## config.mk

```make
export PLATFORM = sky130hd
export DESIGN_NAME = consumidor_fifos_azules
export DESIGN_NICKNAME = d
export VERILOG_FILES = /design/src/rtl/consumidor_fifos_azules.sv
export SDC_FILE = /design/constraint.sdc
export NUM_CORES = 1
export LEC_CHECK = 0
export CAP_MARGIN = 20
export CORE_MARGIN = 3
export CORE_UTILIZATION = 44
export CTS_CLUSTER_DIAMETER = 60
export DETAILED_ROUTE_END_ITERATION = 6
export MAX_ROUTING_LAYER = met4
export PLACE_DENSITY = 0.79
export SLEW_MARGIN = 10
export SYNTH_ARGS = -nofsm -noshare
export SYNTH_HDL_FRONTEND = slang
export SYNTH_SLANG_ARGS = --single-unit
```

## constraint.sdc

```tcl
create_clock -name clk -period 2.2 [get_ports clk]
set_input_delay 0.44 -clock clk [delete_from_list [all_inputs] [get_ports clk]]
set_output_delay 0.44 -clock clk [all_outputs]
set_load 0.05 [all_outputs]
```

## src/rtl/consumidor_fifos_azules.sv

```systemverilog
// -----------------------------------------------------------------------------
// consumidor_fifos_azules
//
// Drains the four blue output FIFOs (p0..p3) through an arbiter into a single
// DATA_WIDTH-bit valid/ready stream, one word at a time.
// It also keeps a delivered-word counter for each port.
//
// Ports:
//   clk, reset          - rising-edge clock, asynchronous active-high reset
//   Enable              - allows new pops; an in-flight word always completes
//   fifo_empty[3:0]     - empty flag of blue FIFO k on bit k
//   data_in_p0..p3      - FIFO read data, valid the cycle after pop
//   pop[3:0]            - one-hot, one-cycle pop to the selected FIFO
//   data_out, valid_out - output word and its valid flag
//   ready_in            - downstream accepts data_out
//   req, idx            - counter read request and counter index
//   salida_contador     - counter read value
//   valid_contador      - salida_contador valid
//   idle                - no data held, no pending work
//
// Optional feature (macro STRICT_PRIORITY_EN):
//   defined   - fixed priority, lowest-index non-empty port wins
//   undefined - round-robin starting from the port after the last delivered one
// -----------------------------------------------------------------------------
module consumidor_fifos_azules #(
  parameter int DATA_WIDTH = 12,
  parameter int CNT_WIDTH  = 8
) (
  input  logic                  clk,
  input  logic                  reset,
  input  logic                  Enable,
  input  logic [3:0]            fifo_empty,
  input  logic [DATA_WIDTH-1:0] data_in_p0,
  input  logic [DATA_WIDTH-1:0] data_in_p1,
  input  logic [DATA_WIDTH-1:0] data_in_p2,
  input  logic [DATA_WIDTH-1:0] data_in_p3,
  output logic [3:0]            pop,
  output logic [DATA_WIDTH-1:0] data_out,
  output logic                  valid_out,
  input  logic                  ready_in,
  input  logic                  req,
  input  logic [1:0]            idx,
  output logic [CNT_WIDTH-1:0]  salida_contador,
  output logic                  valid_contador,
  output logic                  idle
);

  typedef enum logic [1:0] {
    ST_IDLE  = 2'd0,
    ST_POP   = 2'd1,
    ST_LATCH = 2'd2,
    ST_SEND  = 2'd3
  } state_t;

  state_t                state_q;
  logic [1:0]            sel_q;
  logic [1:0]            rr_q;
  logic [3:0]            pop_q;
  logic [DATA_WIDTH-1:0] data_out_q;
  logic                  valid_out_q;
  logic [CNT_WIDTH-1:0]  cnt_q [4];
  logic [CNT_WIDTH-1:0]  salida_q;
  logic                  valid_cnt_q;
  logic                  idle_q;

  logic [1:0]            base_d;
  logic [2:0]            pick_d;
  logic                  pick_valid_d;
  logic [1:0]            pick_idx_d;
  logic [DATA_WIDTH-1:0] sel_data_d;
  logic                  handshake_d;

  // First non-empty port searching upward from base, wrapping 3->0.
  // Result is {found, port}. Scanning from the far end lets the closest
  // candidate overwrite the others.
  function automatic logic [2:0] pick_port(input logic [3:0] empty,
                                           input logic [1:0] base);
    logic [2:0] res;
    logic [1:0] cand;
    res = 3'b000;
    for (int i = 3; i >= 0; i--) begin
      cand = base + 2'(i);
      if (!empty[cand]) begin
        res = {1'b1, cand};
      end else begin
        res = res;
      end
    end
    return res;
  endfunction

  // One-hot decode of a port index.
  function automatic logic [3:0] port_onehot(input logic [1:0] p);
    logic [3:0] oh;
    case (p)
      2'd0:    oh = 4'b0001;
      2'd1:    oh = 4'b0010;
      2'd2:    oh = 4'b0100;
      2'd3:    oh = 4'b1000;
      default: oh = 4'b0000;
    endcase
    return oh;
  endfunction

  assign handshake_d = (state_q == ST_SEND) & valid_out_q & ready_in;

  // Arbiter: on the handshake edge the new pointer (sel+1) is not yet in
  // rr_q, so the search base is taken from sel_q directly.
  always_comb begin
    base_d = rr_q;
`ifdef STRICT_PRIORITY_EN
    base_d = 2'd0;
`else
    if (state_q == ST_SEND) begin
      base_d = sel_q + 2'd1;
    end else begin
      base_d = rr_q;
    end
`endif
    pick_d       = pick_port(fifo_empty, base_d);
    pick_valid_d = pick_d[2];
    pick_idx_d   = pick_d[1:0];
  end

  // Read-data mux for the selected port.
  always_comb begin
    case (sel_q)
      2'd0:    sel_data_d = data_in_p0;
      2'd1:    sel_data_d = data_in_p1;
      2'd2:    sel_data_d = data_in_p2;
      2'd3:    sel_data_d = data_in_p3;
      default: sel_data_d = '0;
    endcase
  end

  // Main FSM. pop is registered and set on entry to POP, so it is high only
  // during the POP cycle and never depends combinationally on the inputs.
  always_ff @(posedge clk or posedge reset) begin
    if (reset) begin
      state_q     <= ST_IDLE;
      sel_q       <= 2'd0;
      rr_q        <= 2'd0;
      pop_q       <= 4'b0000;
      data_out_q  <= '0;
      valid_out_q <= 1'b0;
    end else begin
      case (state_q)
        ST_IDLE: begin
          if (Enable && pick_valid_d) begin
            sel_q   <= pick_idx_d;
            pop_q   <= port_onehot(pick_idx_d);
            state_q <= ST_POP;
          end else begin
            pop_q   <= 4'b0000;
            state_q <= ST_IDLE;
          end
        end
        ST_POP: begin
          pop_q   <= 4'b0000;
          state_q <= ST_LATCH;
        end
        ST_LATCH: begin
          data_out_q  <= sel_data_d;
          valid_out_q <= 1'b1;
          state_q     <= ST_SEND;
        end
        ST_SEND: begin
          if (handshake_d) begin
            valid_out_q <= 1'b0;
            rr_q        <= sel_q + 2'd1;
            if (Enable && pick_valid_d) begin
              sel_q   <= pick_idx_d;
              pop_q   <= port_onehot(pick_idx_d);
              state_q <= ST_POP;
            end else begin
              pop_q   <= 4'b0000;
              state_q <= ST_IDLE;
            end
          end else begin
            pop_q   <= 4'b0000;
            state_q <= ST_SEND;
          end
        end
        default: begin
          pop_q       <= 4'b0000;
          valid_out_q <= 1'b0;
          state_q     <= ST_IDLE;
        end
      endcase
    end
  end

  // Per-port delivered-word counters, wrapping at 2^CNT_WIDTH.
  always_ff @(posedge clk or posedge reset) begin
    if (reset) begin
      for (int i = 0; i < 4; i++) begin
        cnt_q[i] <= '0;
      end
    end else if (handshake_d) begin
      cnt_q[sel_q] <= cnt_q[sel_q] + CNT_WIDTH'(1);
    end else begin
      cnt_q[sel_q] <= cnt_q[sel_q];
    end
  end

  // Counter read port. A read coinciding with an increment sees the old value.
  always_ff @(posedge clk or posedge reset) begin
    if (reset) begin
      salida_q    <= '0;
      valid_cnt_q <= 1'b0;
    end else if (req) begin
      salida_q    <= cnt_q[idx];
      valid_cnt_q <= 1'b1;
    end else begin
      salida_q    <= salida_q;
      valid_cnt_q <= 1'b0;
    end
  end

  // Idle flag, refreshed every cycle.
  always_ff @(posedge clk or posedge reset) begin
    if (reset) begin
      idle_q <= 1'b0;
    end else begin
      idle_q <= (state_q == ST_IDLE) && (fifo_empty == 4'b1111);
    end
  end

  assign pop             = pop_q;
  assign data_out        = data_out_q;
  assign valid_out       = valid_out_q;
  assign salida_contador = salida_q;
  assign valid_contador  = valid_cnt_q;
  assign idle            = idle_q;

endmodule

```

==> impl_metrics.toml, run 1 <==
[status]
status = "finished clean"

[place]
dp_wirelength_um = 5750
globalplace.congestion = 0.964
placed_cells = 487
port-buffer-count = 85

[clock_network]
numClockSinks = 65
cts_made_buffers = 9
tritoncts_clock_tree = "done"
clkLatencyLatePin_ns = 0.35
clk_transition_reported_paths_ns = 0.07
hold_buffers = 0
htree_num_levels = 3
clockRootBuffer = "clkbuf_8"
cts_max_path_buffers = 2

[grt]
number_of_antenna_violations_at_the_first_check_in_global_routing = 0
grt_util_all_layers = 0.203
grt_pass1_vias = 2754
grt_remaining_overflow = 0
grt_pass1_wl_um = 13100
grt_start_max_net_pins = 66

[setup_path]
cp_top_family = "compound AO/OA/AOI/OAI gates"
worst-endpoint-required_ns = 2.45
critical_path.max_fanout = 6
critical_path_buf_inv_count = 1
worst_setup_path_end_kind = "flop"
max_stage_delay_ns = 0.42
startpoint_type = "flop"
path_class = "reg -> reg"
critical_path.slowest_cell = "dfrtp_2"
worstPathArrival_ns = 2.35
path_cells = "inv_1 -> ha_1 -> and4b_1 -> a31o_1 -> or3_1 -> o211a_1 -> o32ai_1"

[die]
pin_count = 86
effective_utilization_at_floorplan = 0.457
floorplan.die.height_um = 93.2
core_region_area_sq_um = 7330
rows = 31
dieArea_sq_um = 8690
die-width_um = 93.2

[yosys]
syn_area_per_cell_sq_um = 10.7
netlist_area_pre_place_sq_um = 3350
dominant_combinational_cell_family_by_area_after_synthesis = "compound AO/OA/AOI/OAI gates"
post_synthesis_sequential_area_ratio = 0.486
syn-num-nets = 378
ys_ff_latch = 65
synth_top_cells_by_count = "dfrtp_1 (65), nor2_1 (49), a21oi_1 (45)"
muxShareOfSynthArea = 0.145
area_fraction_of_the_dominant_cell_type_after_synthesis = 0.486
compound_gate_fraction_of_synth_area = 0.160
synth_warnings = 0
commonest_register_cell_after_synthesis = "dfrtp_1"
synth_area_leader_cell = "dfrtp_1"
synth.distinct_cells = 39
xor_xnor_portion_of_the_synthesized_cell_area = 0.0183
synth-adder-area-share = 0.0187
async_flop_share = 1.00
synthSimpleGateAreaFrac = 0.121
yosysMostFrequentCell = "dfrtp_1"
synth_edf_count = 0
synth.area.top_cells = "dfrtp_1 (49%), a21oi_1 (6.7%), mux4_2 (6.1%)"
syn_inst = 314

[detailed_routing]
route.final.wire_length_um = 8080
maxUsedRoutingLayer = "met4"
wl_met3_um = 473
route.detailed.drc = 0
detail-route-antenna-nets = 0
post_drt_wl_per_cell_um = 16.2
m1WireLength_um = 3460
via_density = 5.57
drt_pass1_iterations = 5
drt_iter0_drc = 193
met2_length_um = 3960
dr_total_vias = 2784

[pwr]
total_leakage_power_nw = 1.76
vdd_drop_max_v = 0.000499
cellPowerDensity_nw_per_um2 = 1400

[job]
max_cap_violations = 0

[finish]
total_inserted_antenna_cells = 0
synthToLayoutAreaGrowth_pct = 33.7
nets = 463
layoutNonFillerInstCount = 500
layout-drive-gt1-share = 0.120
filler_cell_count = 601

[sta]
max_freq_mhz = 477
timing_max_transition_violations_final = 0
timing_hold_violations_final = 0
fin_tns_setup_ns = 0
timing.clock.skew_ns = 0.00763
worst_slew_margin_rel = 0.642
worstMarginPinSlew_ns = 0.537
finalSetupViolations = 0
period_minus_slack_ns = 2.10
period_share = 0.954

[min_path]
min_path_type = "in -> async"
==> per-stage QoR <==
stage	area, sq um	hold slack, ns	setup WS (ns)	util	total power, mW
6_report	4480	0.476	0.102	0.611	6.25
5_1_grt	4480	0.508	-0.00588	0.611	6.69
4_1_cts	4450	0.485	0.0628	0.607	6.23
3_5_place_dp	4300	0.470	0.0485	0.587	5.37
3_3_place_gp	4300	0.461	0.130	0.587	5.27
2_1_floorplan	3350	0.462	0.0810	-	4.41
==> worst register-to-register path, delay by kind of cell, from the launching register on <==
| kind | cells | cell delay, ns |
|---|---|---|
| buf+inv | 1 | 0.08 |
| fa+ha+maj | 1 | 0.33 |
| compound gates | 3 | 0.61 |
| flops | 1 | 0.42 |
| simple gates | 2 | 0.57 |
==> sequential cells by signal, summed over array words and instances, names as in the netlist <==
signal and count:
salida_contador 8, rr_q 2, valid_contador 1, idle 1
sel_q 2, state_q 2, pop 4, cnt_q 32
data_out 12, valid_out 1
==> routing by layer <==
metal	global-route usage	up-vias
met5	-	-
met4	0.0916	0
met3	0.0579	15
li1	-	1314
met1	0.254	1367
met2	0.309	88
==> cells by family after synthesis <==
| logic type | Yosys count |
|---|---|
| simple gates | 94 |
| xor+xnor | 7 |
| mux | 25 |
| flops | 65 |
| compound gates | 87 |
| fa+ha+maj | 5 |
| buf+inv | 31 |
==> layout by cell type, fill, tap and decap left out, types with 2 or more instances in the layout <==
cell,netlist,routed
nand2_1,27,27
mux4_1,7,7
a21oi_1,45,45
nand3_1,3,3
a222oi_1,12,12
a211oi_1,2,2
dfrtp_1,65,64
nand4_1,4,4
o22ai_1,2,2
mux4_2,9,9
and4b_1,2,2
clkbuf_1,11,2
xor2_1,3,3
nor3_1,3,3
nor2_1,49,49
buf_12,0,2
inv_1,7,6
clkbuf_8,2,10
o21ai_0,16,16
o32ai_1,2,2
ha_1,5,5
o21a_1,2,2
clkdlybuf4s50_1,0,85
xnor2_2,0,3
mux2_2,8,8
o211ai_1,2,2
buf_4,3,11
==> where the power goes <==
group | switching, mW | internal (mW)
combinational | 2.07 | 1.36
clock | 0.420 | 0.419
sequential | 0.334 | 1.65
total | 2.82 | 3.43
==> timing repair <==
item | 4_1_cts | 5_1_grt
setup endpoints to repair | 0 | 21
buffers inserted | 0 | 0
resized for setup | 0 | 4
==> cell type report <==
cell class / instances / area, sq um / area share
multi-input combinational: 218 / 1570 / 0.352
tap: 99 / 124 / 0.0277
clock buffer: 12 / 145 / 0.0324
inverter: 7 / 26.3 / 0.00587
sequential: 65 / 1630 / 0.364
clock inverter: 1 / 5.00 / 0.00112
timing repair buffer: 98 / 973 / 0.218
==> worst paths after layout <==
check | startpoint | to | slack (ns) | cells past startpoint
setup reg to reg | sel_q[0]$_DFFE_PP0P_ | pop[0]$_DFFE_PP0P_ | 0.10 | 7
hold / removal | reset | rr_q[0]$_DFFE_PP0P_ | 0.48 | 3
min in group clk | data_out[5]$_DFFE_PP0P_ | data_out[5]$_DFFE_PP0P_ | 0.48 | 2
max in group asynchronous | reset | sel_q[0]$_DFFE_PP0P_ | 1.44 | 3
hold reg to reg | data_out[5]$_DFFE_PP0P_ | data_out[5]$_DFFE_PP0P_ | 0.48 | 2
setup / recovery | sel_q[0]$_DFFE_PP0P_ | pop[0]$_DFFE_PP0P_ | 0.10 | 7
Power figures use the tool's default switching activity.
==> run 2, diff against run 1 <==
--- a/config.mk
+++ b/config.mk
@@ -12,6 +12,7 @@
 export DETAILED_ROUTE_END_ITERATION = 6
 export MAX_ROUTING_LAYER = met4
 export PLACE_DENSITY = 0.79
+export RECOVER_POWER = 100
 export SLEW_MARGIN = 10
 export SYNTH_ARGS = -nofsm -noshare
 export SYNTH_HDL_FRONTEND = slang
==> run 2 against run 1 <==
  * Routed wire length up 0.73%
  * Final cell count unchanged
  * Critical path depth down 2
  * Setup slack better by 0.011 ns
  * Count of clock-buffer cells in the layout unchanged
  * Sequential cell count unchanged
  * Critical path type unchanged
  * Critical endpoint is now cnt_q[19]$_DFFE_PP0N_
  * Largest power group unchanged
==> impl_metrics.toml, run 2 (same netlist as run 1, synthesis figures left out) <==
[die]
die-width_um = 93.2
pin_count = 86
rows = 31
core_region_area_sq_um = 7330
floorplan.die.height_um = 93.2
effective_utilization_at_floorplan = 0.457
dieArea_sq_um = 8690

[setup_path]
worstPathArrival_ns = 2.31
critical_path_buf_inv_count = 1
path_class = "reg -> reg"
cp_top_family = "multiplexers"
startpoint_type = "flop"
critical_path.slowest_cell = "mux4_1"
worst_setup_path_end_kind = "flop"
path_cells = "buf_4 -> mux4_1 -> nand4_1 -> xor2_1 -> a21oi_1"
max_stage_delay_ns = 0.67
worst-endpoint-required_ns = 2.42
critical_path.max_fanout = 9

[clock_network]
numClockSinks = 65
cts_setup_buffers = 0
clkLatencyLatePin_ns = 0.35
clk_transition_reported_paths_ns = 0.06
cts_made_buffers = 9
clockRootBuffer = "clkbuf_8"
cts_max_path_buffers = 2
htree_num_levels = 3
tritoncts_clock_tree = "done"

[finish]
total_inserted_antenna_cells = 0
fin_area_sq_um = 4450
commonest_cells_after_routing_fill_and_taps_aside = "dfrtp_1 (64), clkdlybuf4s50_1 (54), nor2_1 (49), a21oi_1 (45), dlygate4sd3_1 (31)"
top_register = "cnt_q"
largest_register_ffs = 32
nets = 463
synthToLayoutAreaGrowth_pct = 32.8
layout-drive-gt1-share = 0.110
final_core_util = 0.606
mostFrequentLayoutCell = "dfrtp_1"

[sta]
finalSetupViolations = 0
rsz0062_at_grt = "no"
worst_slack_ns = 0.113
period_share = 0.949
timing_max_transition_violations_final = 0
period_minus_slack_ns = 2.09
fin_tns_setup_ns = 0
timing.clock.skew_ns = 0.00452
worstMarginPinSlew_ns = 0.863
max_freq_mhz = 479
worst_slew_margin_rel = 0.425
timing_hold_violations_final = 0

[place]
dpl_worst_slack_ns = 0.0485
dp_wirelength_um = 5750
placedInstanceArea_sq_um = 4300
port-buffer-count = 85
globalplace.congestion = 0.964

[grt]
grt_remaining_overflow = 0
grt_pass1_wl_um = 13100
grt_start_max_net_pins = 66
number_of_antenna_violations_at_the_first_check_in_global_routing = 0
grt_pass1_vias = 2754
grt_util_all_layers = 0.203

[pwr]
vdd_drop_max_v = 0.000485
design_power_total_mw = 6.16
total_leakage_power_nw = 1.77
cellPowerDensity_nw_per_um2 = 1390

[detailed_routing]
post_drt_wl_per_cell_um = 16.3
detail-route-antenna-nets = 0
drt_iter0_drc = 152
route.detailed.drc = 0
dr_total_vias = 2795
route.final.wire_length_um = 8140
drt_pass1_iterations = 6
via_density = 5.59

[job]
max_cap_violations = 0

[status]
status = "finished clean"

[min_path]
min_path_type = "reg -> reg"
[run 2: repair_timing]
action / 4_1_cts / 5_1_grt
hold buffers: 0 / 0
setup endpoints to repair: 0 / 21
gates resized for setup: 0 / 4
[run 2: per-stage QoR]
stage	hold WS (ns)	cells
after global placement	0.461	487
after CTS	0.485	500
after global routing	0.503	500
final	0.472	500
after floorplan	0.462	314
after detailed placement	0.470	487
[run 2: per-layer routing]
layer,vias to the layer above,wire [um],global-route usage
li1,1319,-,-
met1,1353,3490,0.254
met2,104,3970,0.309
met3,19,486,0.0579
met4,0,203,0.0916
met5,-,0,-
[run 2: final timing paths]
kind                                          from                 endpoint  slack [ns]  cells past startpoint
setup / recovery              sel_q[0]$_DFFE_PP0P_    cnt_q[19]$_DFFE_PP0N_        0.11                      5
setup reg to reg              sel_q[0]$_DFFE_PP0P_    cnt_q[19]$_DFFE_PP0N_        0.11                      5
max in group asynchronous                    reset     sel_q[0]$_DFFE_PP0P_        0.77                      3
min in group asynchronous                    reset      rr_q[0]$_DFFE_PP0P_        0.83                      3
hold / removal             data_out[5]$_DFFE_PP0P_  data_out[5]$_DFFE_PP0P_        0.47                      2
hold reg to reg            data_out[5]$_DFFE_PP0P_  data_out[5]$_DFFE_PP0P_        0.47                      2
[run 2: power breakdown]
group	internal, mW	total [mW]	leakage (nW)	switching (mW)
combinational	1.28	3.35	0.984	2.08
clock	0.419	0.837	0.0782	0.418
sequential	1.65	1.97	0.713	0.326
total	3.34	6.16	1.77	2.82
[run 2: area by class of cell]
type	count	area, sq um
Clock buffer	12	145
Clock inverter	1	5.00
Fill cell	604	2890
Inverter	7	26.3
Multi-Input combinational cell	218	1570
Sequential cell	65	1630
Tap cell	99	124
Timing Repair Buffer	98	943
[run 2: worst register-to-register path, cell delays in order, from the launching register on]
cell and delay [ns]:
dfrtp_2 0.42, buf_4 0.20, mux4_1 0.67, nand4_1 0.17, xor2_1 0.36, a21oi_1 0.13
==> run 3, diff against run 2 <==
--- a/config.mk
+++ b/config.mk
@@ -13,6 +13,7 @@
 export MAX_ROUTING_LAYER = met4
 export PLACE_DENSITY = 0.79
 export RECOVER_POWER = 100
+export SETUP_SLACK_MARGIN = 0.1
 export SLEW_MARGIN = 10
 export SYNTH_ARGS = -nofsm -noshare
 export SYNTH_HDL_FRONTEND = slang
==> run 3 against run 2 <==
  * Maximum frequency decreased by 0.17%
  * Total power up 0.88%
  * Clock power hardly changed
  * Via count fell by 0.57%
  * Clock skew increased by 0.0023 ns
  * Critical path type unchanged
  * Hold slack is essentially flat
  * Die area is the same
  * Core utilization is 0.27 points higher
  * Combinational power grew 2%
  * Final area grew 0.45%
==> impl_metrics.toml, run 3 (same netlist as run 1, synthesis figures left out) <==
[pwr]
total_leakage_power_nw = 1.78
vdd_drop_max_v = 0.000486
cellPowerDensity_nw_per_um2 = 1390

[grt]
grt_start_max_net_pins = 66
grt_pass1_wl_um = 13100
number_of_antenna_violations_at_the_first_check_in_global_routing = 0
grt_util_all_layers = 0.203
grt_remaining_overflow = 0
grt_pass1_vias = 2743

[sta]
finalSetupViolations = 0
period_share = 0.950
timing_hold_violations_final = 0
worst_slew_margin_rel = 0.427
period_minus_slack_ns = 2.09
final.hold.worst_slack_ns = 0.472
timing_max_transition_violations_final = 0
worstMarginPinSlew_ns = 0.859
rsz0062_at_grt = "yes"
fin_tns_setup_ns = 0
timing.clock.skew_ns = 0.00684
max_freq_mhz = 478

[clock_network]
clk_transition_reported_paths_ns = 0.07
clkLatencyLatePin_ns = 0.35
cts_max_path_buffers = 2
hold_buffers = 0
numClockSinks = 65
cts_made_buffers = 9
htree_num_levels = 3
clockRootBuffer = "clkbuf_8"
tritoncts_clock_tree = "done"

[detailed_routing]
route.detailed.drc = 0
route.final.wire_length_um = 8160
detail-route-antenna-nets = 0
post_drt_wl_per_cell_um = 16.2
via_density = 5.54
drt_iter0_drc = 146
dr_total_vias = 2779
drt_pass1_iterations = 5

[setup_path]
reg2reg_depth = 5
worstPathArrival_ns = 2.31
startpoint_type = "flop"
worst-endpoint-required_ns = 2.41
ff2ff_setup_slack_ns = 0.11
critical_path.max_fanout = 9
path_class = "reg -> reg"
r2r_start = "sel_q[0]$_DFFE_PP0P_"
rr_endpoint = "cnt_q[19]$_DFFE_PP0N_"
worstSetupStartpoint = "sel_q[0]$_DFFE_PP0P_"
worst_setup_path_end_kind = "flop"

[finish]
synthToLayoutAreaGrowth_pct = 33.4
layout-drive-gt1-share = 0.124
largest_register_ffs = 32
mostFrequentLayoutCell = "dfrtp_1"
commonest_cells_after_routing_fill_and_taps_aside = "dfrtp_1 (64), clkdlybuf4s50_1 (55), nor2_1 (49), a21oi_1 (45), dlygate4sd3_1 (30)"
top_register = "cnt_q"
nets = 465
total_inserted_antenna_cells = 0

[min_path]
min_from = "data_out[5]$_DFFE_PP0P_"
timing.hold.worst_endpoint = "data_out[5]$_DFFE_PP0P_"
min_delay_path_depth = 2
min_path_type = "reg -> reg"

[die]
effective_utilization_at_floorplan = 0.457
dieArea_sq_um = 8690
core_region_area_sq_um = 7330
rows = 31
floorplan.die.height_um = 93.2
pin_count = 86
die-width_um = 93.2

[status]
status = "finished clean"

[place]
port-buffer-count = 85
dp_wirelength_um = 5750
globalplace.congestion = 0.964

[job]
max_cap_violations = 0
run 3: cell count changes in the layout (fill, tap and decap cells not counted), sizes merged:
cell           delta
clkdlybuf4s50     +1
clkbuf            +3
dlygate4sd3       -1
buf               -1
run 3: metal layers:
layer / vias to the layer above / GRT usage / part of all wire
met4: 0 / 0.0891 / 0.025
met3: 17 / 0.0571 / 0.065
met2: 107 / 0.311 / 0.49
met5: - / - / 0
li1: 1323 / - / -
met1: 1332 / 0.254 / 0.42
run 3: worst max-delay path by stage:
stage / slack [ns] / endpoint / cells after the start
2_1_floorplan: 0.08 / pop[0]$_DFFE_PP0P_ / 8
3_3_place_gp: 0.13 / pop[1]$_DFFE_PP0P_ / 5
3_5_place_dp: 0.05 / pop[1]$_DFFE_PP0P_ / 5
4_1_cts: 0.14 / pop[0]$_DFFE_PP0P_ / 7
5_1_grt: 0.04 / cnt_q[19]$_DFFE_PP0N_ / 5
6_report: 0.11 / cnt_q[19]$_DFFE_PP0N_ / 5
run 3: worst max-delay path, cell delays in order (launching register included):
cell	delay (ns)
dfrtp_2	0.42
clkbuf_2	0.28
mux4_2	0.60
nand4_1	0.16
xor2_1	0.37
a21oi_1	0.13
run 3: cell type report:
class                   count  area (sq um)
well taps                  99           124
flip-flops and latches     65          1630
fillers                   604          2870
clock inverters             1          5.00
multi-input cells         218          1580
repair buffers            100           953
inverters                   7          26.3
clock buffers              12           145
run 3: metrics by stage:
stage	cells	power [mW]	util	setup WS, ns	instance area, sq um
6_report	502	6.22	0.609	0.109	4470
4_1_cts	501	6.28	0.611	0.138	4480
3_3_place_gp	487	5.27	0.587	0.130	4300
3_5_place_dp	487	5.37	0.587	0.0485	4300
5_1_grt	502	6.67	0.609	0.0360	4470
2_1_floorplan	314	4.41	-	0.0810	3350
run 3: what timing repair did:
| action | CTS | global route |
|---|---|---|
| gates resized for setup | 3 | 6 |
| setup endpoints to repair | 17 | 19 |
| pin swaps | 1 | 2 |
| endpoints found under the hold margin | 0 | 0 |
| buffers inserted | 1 | 1 |
run 3: where the power goes:
group / switching (mW) / leakage [nW] / total [mW] / internal, mW
clock network: 0.417 / 0.0782 / 0.836 / 0.419
logic: 2.10 / 0.986 / 3.41 / 1.32
registers: 0.326 / 0.713 / 1.97 / 1.65
total: 2.84 / 1.78 / 6.22 / 3.38
